[config.mk]
export PLATFORM = sky130hd
export DESIGN_NAME = bus_arbiter
export DESIGN_NICKNAME = d
export VERILOG_FILES = /design/src/rtl/bus_arbiter.sv
export SDC_FILE = /design/constraint.sdc
export NUM_CORES = 1
export LEC_CHECK = 0
export BUFFER_PORTS_ARGS = -buffer_cell sky130_fd_sc_hd__buf_4
export CAP_MARGIN = 20
export CELL_PAD_IN_SITES_DETAIL_PLACEMENT = 0
export CELL_PAD_IN_SITES_GLOBAL_PLACEMENT = 1
export CORE_UTILIZATION = 35
export DETAILED_ROUTE_END_ITERATION = 8
export PLACE_DENSITY_LB_ADDON = 0.12
export SETUP_SLACK_MARGIN = 0.02
export SLEW_MARGIN = 30
export SYNTH_ARGS = -nofsm -noshare
export SYNTH_HDL_FRONTEND = slang
export SYNTH_SLANG_ARGS = --single-unit
[constraint.sdc]
create_clock -name clk -period 2.5 [get_ports clk]
set_input_delay 0.125 -clock clk [delete_from_list [all_inputs] [get_ports clk]]
set_output_delay 0.125 -clock clk [all_outputs]
set_load 0.02 [all_outputs]
[src/rtl/bus_arbiter.sv]
// Round-robin bus arbiter: grants one pending FIFO at a time,
// pops its head packet and pushes it to the header's destination(s).
module bus_arbiter #(
    parameter int width = 16,
    parameter int devices = 4,
    parameter logic [7:0] broadcast = 8'hFF
) (
    input  logic                       clk,
    input  logic                       reset,
    input  logic [devices-1:0]         pndng,
    input  logic [devices*width-1:0]   d_out,
    output logic [devices-1:0]         pop,
    output logic [devices-1:0]         push,
    output logic [width-1:0]           d_in,
    output logic                       busy,
    output logic                       drop,
    output logic [15:0]                pkt_count
);

    localparam int IW = (devices > 1) ? $clog2(devices) : 1;
    localparam logic [devices-1:0] ONE = {{(devices-1){1'b0}}, 1'b1};

    typedef enum logic [1:0] {
        IDLE = 2'd0,
        POP  = 2'd1,
        PUSH = 2'd2
    } state_t;

    state_t            state;
    logic [IW-1:0]     ptr;
    logic [IW-1:0]     gnt;
    logic [width-1:0]  data_reg;

    logic [IW-1:0]     sel;
    logic              found;
    logic [width-1:0]  head;
    logic [7:0]        hdest;
    logic [devices-1:0] gmask;

    // First pending requester at or after ptr, wrapping modulo devices.
    always_comb begin
        int idx;
        sel   = ptr;
        found = 1'b0;
        for (int k = 0; k < devices; k++) begin
            idx = int'(ptr) + k;
            if (idx >= devices)
                idx = idx - devices;
            if (!found && pndng[idx]) begin
                found = 1'b1;
                sel   = IW'(idx);
            end
        end
    end

    assign head  = d_out[int'(gnt)*width +: width];
    assign hdest = head[width-1 -: 8];
    assign gmask = ONE << gnt;

    assign d_in = data_reg;
    assign busy = (state != IDLE);

    always_ff @(posedge clk or posedge reset) begin
        if (reset) begin
            state     <= IDLE;
            ptr       <= '0;
            gnt       <= '0;
            data_reg  <= '0;
            pkt_count <= '0;
            pop       <= '0;
            push      <= '0;
            drop      <= 1'b0;
        end else begin
            unique case (state)
                IDLE: begin
                    push <= '0;
                    drop <= 1'b0;
                    if (found) begin
                        gnt   <= sel;
                        pop   <= ONE << sel;
                        state <= POP;
                    end
                end
                POP: begin
                    pop      <= '0;
                    data_reg <= head;
                    // Self-addressed and out-of-range packets are discarded.
                    if (hdest == broadcast) begin
                        push <= ~gmask;
                    end else if (int'(hdest) < devices &&
                                 hdest != 8'(gnt)) begin
                        push <= ONE << hdest;
                    end else begin
                        drop <= 1'b1;
                    end
                    state <= PUSH;
                end
                PUSH: begin
                    push <= '0;
                    drop <= 1'b0;
                    if (!drop)
                        pkt_count <= pkt_count + 16'd1;
                    if (int'(gnt) == devices - 1)
                        ptr <= '0;
                    else
                        ptr <= gnt + IW'(1);
                    state <= IDLE;
                end
                default: begin
                    pop   <= '0;
                    push  <= '0;
                    drop  <= 1'b0;
                    state <= IDLE;
                end
            endcase
        end
    end

endmodule

# --- Yosys cells after proc, flatten, opt, wreduce, memory -nomap -nowiden ---
# Cells that the tools add are included.
word_totals:
  register_bits: 47
  in_bits: 70
op_classes:
  n_reduce_logical: 13
  order_cmp: 9
  shift: 4
  n_eq_ne: 9
  mux: 35
  n_addsub: 9
  bitwise_logic: 3
ops:
  columns: ["operator", "n"]
  rows:
  - ["32-bit by 4-bit less-than comparator with 1-bit output, second input constant", 4]
  - ["32-bit 2-to-1 mux", 4]
  - ["64-bit by 7-bit variable part select with 16-bit output", 1]
  - ["16-bit by 1-bit adder with 16-bit output, second input constant", 1]
  - ["4-bit 2-to-1 mux", 4]
  - ["1-bit 2-to-1 mux", 15]
  - ["2-bit 2-to-1 mux", 6]
  - ["3-bit by 3-bit subtractor with 4-bit output, second input constant", 3]
  - ["3-bit >= comparator, second input constant", 3]
  - ["1-bit binary-select mux with 2-bit select", 4]
  - ["8-bit == test, second input constant", 1]
  - ["8-bit by 3-bit less-than comparator with 1-bit output, second input constant", 1]
  - ["8-bit by 2-bit inequality test with 1-bit output", 1]
  - ["4-bit case mux with 2 select lines", 1]
  - ["2-bit AND reduction", 4]
  - ["1-bit by 2-bit left shift with 4-bit output, first input constant", 2]
  - ["1-bit by 8-bit left shift with 4-bit output, first input constant", 1]
  - ["2-bit by 2-bit adder with 3-bit output, second input constant", 2]
  - ["2-bit inequality test, second input constant", 3]
  - ["2-bit by 1-bit == test with 1-bit output, second input constant", 2]
  - ["1-bit logical AND", 4]
  - ["4-bit NOT", 1]
  - ["2-bit case mux with 2 select lines", 1]
  - ["2-bit by 3-bit subtractor with 4-bit output, second input constant", 1]
  - ["other kinds (9)", 12]

# --- Depth between registers and ports, before layout ---
logic_depth:
  ltp_word: 18
  depth_mapped: 6
  mapped_depth_nobuf: 5

# --- Worst setup path after synthesis ---
# OpenSTA, ideal clock, no wires.
synth_path:
  kind: "register to register"
  start: "register gnt[0]"
  end: "register push[0]"
  t_required_ns: 2.375
  stages_incl_launch_ff: 7
  arrival_time_ns: 2.042
  slack_ns: 0.333
  cell_sequence: "dfrtp_1 buf_6 mux4_2 nand4_2 nor3_2 a311oi_4 mux2_4"
synth_via:
  elab_chain_len: 5
synth_rtl:
  columns: ["element", "line_no", "source"]
  rows:
  - ["start, declared", "31", "logic [IW-1:0] gnt;"]
  - ["start signal, assigned", "79", "gnt <= sel;"]
  - ["branches (longest 5 deep; another with 8-bit by 3-bit less-than comparator with 1-bit output)", null, null]
  - ["end signal, assigned", "89", "push <= ~gmask;"]
  - ["end signal, assigned", "92", "push <= ONE << hdest;"]
  - ["end, declared", "13", "output logic [devices-1:0] push,"]
# Several ways; the timed one is not identified. The select of a mux whose other input is x is not followed.
# A chain may end at the register's enable or synchronous reset.

# --- Worst setup path after layout ---
layout_path:
  start: "register gnt[0]"
  end: "register push[1]"
# Same word-level chain as after synthesis.

==> flow_summary.yaml <==
run_status:
  status: "finished clean"
die:
  core-area_um2: 6907
  dieWidth_um: 87.36
  row_count: 30
  start_util: 0.3692
  die-area_um2: 7631
  io_pins: 112
  die_height_um: 87.36
drt:
  wire_per_inst_um: 13.20
  firstDrtPassIters: 4
  routed_wl_mm: 5.942
  vias: 2156
  ant_nets: 0
  viasPerCell: 4.791
  drc: 0
  drt_iter0_markers: 36
final_layout:
  final_util: 0.5337
  syn2layout_area_growth_pct: 44.55
  nets: 428
  nFillCells: 673
  antenna_cells: 0
  drive_above_1_share: 0.4576
power:
  p_leak_nw: 1.819
  combinationalPowerShare: 0.528
  power.density_nw_per_um2: 1034
  intPower_mw: 2.289
  power.total_mw: 3.812
  clkPwrFrac: 0.152
  peakVddDrop_mv: 0.4483
  p_seq_frac: 0.320
  sw_frac_of_total: 0.3997
  switchingPower_mw: 1.524
setup_path:
  worstPathMaxFanout: 10
  r2r_start: "gnt[0]"
  cp.required_ns: 2.68
  end_kind: "register"
  crit_start: "gnt[0]"
  cp-start-kind: "register"
  timing.critical_path.arrival_ns: 2.50
  criticalPathCategory: "register to register"
placed_design:
  hpwl_mm: 4.789
  port_buffers: 111
  dp_slack_ns: 0.1431
  routabilityCongestion: 0.7548
run:
  drv_cap: 0
logic_synthesis:
  synth_area_leaders: "dfrtp_1 46%, mux4_2 14%, nand2_1 9.7%"
  synth-async-reset-ratio: 1.000
  synth_area_um2: 2550
  synth_warnings: 0
  synth-main-ff-cell: "dfrtp_1"
  yosysTopAreaCell: "dfrtp_1"
  yosysTopAreaCellShare: 0.4612
  yosys_register_bits: 47
  synth_edf_count: 0
  yosysMostFrequentCell: "nand2_1"
  synth_area_per_cell_um2: 11.04
  syn_inst: 231
  synth_fp_nets: 306
  yosysSeqAreaShare: 0.4612
  synth_commonest_cells: "66 x nand2_1, 47 x dfrtp_1, 16 x mux4_2"
  synth.distinct_cells: 40
hold_path:
  min_from: "d_out[4]"
  hold_class: "primary input to register"
sta:
  max_freq_mhz: 430.0
  final_max_slew_viol_count: 0
  setup_viol: 0
  fin_skew_ns: 0.01247
  tns_ns: 0
  hold_viol: 0
  hold-worst-slack_ns: 0.2452
  rsz0062_at_grt: "false"
  relSlewSlack: 0.6050
  fin_crit_sh: 0.9302
  layout_setup_ws_ns: 0.1746
  timing.final.crit_period_ns: 2.325
  worst_pin_slew_ns: 0.5916
clock_network:
  cts_tree: "done"
  cts_buffers: 5
  max-clock-path-buffers: 2
  root_buffer: "clkbuf_8"
  cts_sinks: 47
  clkLatencyLatePin_ns: 0.30
  h-tree-depth: 2
  path_clk_slew_ns: 0.09
grt:
  antenna_found_initial: 0
  grt_pass1_wl_mm: 9.735
  grt_pass1_vias: 2082
  grt-ovfl-total: 0
  grt_max_degree: 29
  grtUsageTotal: 0.1607
## worst paths after layout
kind,endpoint,slack (ns),cells after the start
min reg2reg,d_in[5],0.48,2
min in group asynchronous,pkt_count[10],0.46,3
min,d_in[4],0.25,4
max reg2reg,push[1],0.17,6
max,push[1],0.17,6
max in group asynchronous,push[3],1.44,4
## power by group through the flow
stage,Clock (mW),Sequential [mW],Combinational (mW)
floorplan,0,1.43,1.09
global placement,0,1.23,2.01
detailed placement,0,1.24,2.03
CTS,0.600,1.23,2.04
global route,0.634,1.26,2.22
finish,0.578,1.22,2.01
## sequential cells by signal, summed over array words and instances, names as in the netlist
name and count:
push 4, pop 4, pkt_count 16, ptr 2
state 2, gnt 2, drop 1, d_in 16
## timing repair
| item | in CTS | in global routing |
|---|---|---|
| setup endpoints to repair | 0 | 4 |
| resized for setup | 0 | 0 |
| setup buffers | 0 | 1 |
| hold endpoints to repair | 26 | 0 |
| hold buffers | 1 | 0 |
## area by class of cell
type,instances,area (um2),area share
multi-input combinational,170,1311,0.3557
sequential,47,1176,0.3191
timing repair buffer,122,930.9,0.2525
tap,96,120.1,0.03259
clock buffer,6,82.58,0.02240
clock inverter,2,38.79,0.01052
inverter,7,26.28,0.007128
## cells by family after synthesis
family | after synthesis | synth area share
compound gates | 24 | 0.07262
fa+ha+maj | 5 | 0.02453
flops | 47 | 0.4612
xor+xnor | 15 | 0.05152
mux | 23 | 0.1781
buf+inv | 14 | 0.02453
simple gates | 103 | 0.1874
## placed cells by master, fill, tap and decap left out, types with 2 or more instances in the layout
| cell type | instances |
|---|---|
| nand2_1 | 66 |
| o31ai_1 | 2 |
| o32ai_1 | 4 |
| nand3_1 | 5 |
| mux2_4 | 4 |
| xor2_1 | 4 |
| dfrtp_1 | 47 |
| and3_1 | 3 |
| xnor2_1 | 11 |
| clkbuf_8 | 6 |
| nor2b_1 | 2 |
| mux4_2 | 16 |
| nor2_1 | 9 |
| buf_4 | 120 |
| nor4_1 | 2 |
| nand4_1 | 2 |
| a21o_1 | 2 |
| ha_1 | 5 |
| nand2b_1 | 3 |
| or2_2 | 4 |
| o21ai_0 | 7 |
| mux2_2 | 3 |
| inv_1 | 5 |
| a21oi_1 | 3 |
## critical path, stage by stage, from the launching register on
cell,delay (ns)
dfrtp_1,0.50
buf_12,0.18
mux4_2,0.56
nor4_4,0.36
a311oi_4,0.13
buf_4,0.18
mux2_4,0.29
## routing by layer
layer  up-vias  share of wire  track usage
met2        69           0.49       0.2720
met4         0         0.0035      0.02683
met1      1025           0.45       0.2211
li1       1058              -            -
met5         -              0            0
met3         4          0.049      0.02464
## through the flow
stage | instance area, um2 | instances
floorplan | 2550 | 231
global placement | 3547 | 440
detailed placement | 3547 | 440
CTS | 3679 | 449
global route | 3686 | 450
finish | 3686 | 450
Power figures use the tool's default switching activity.
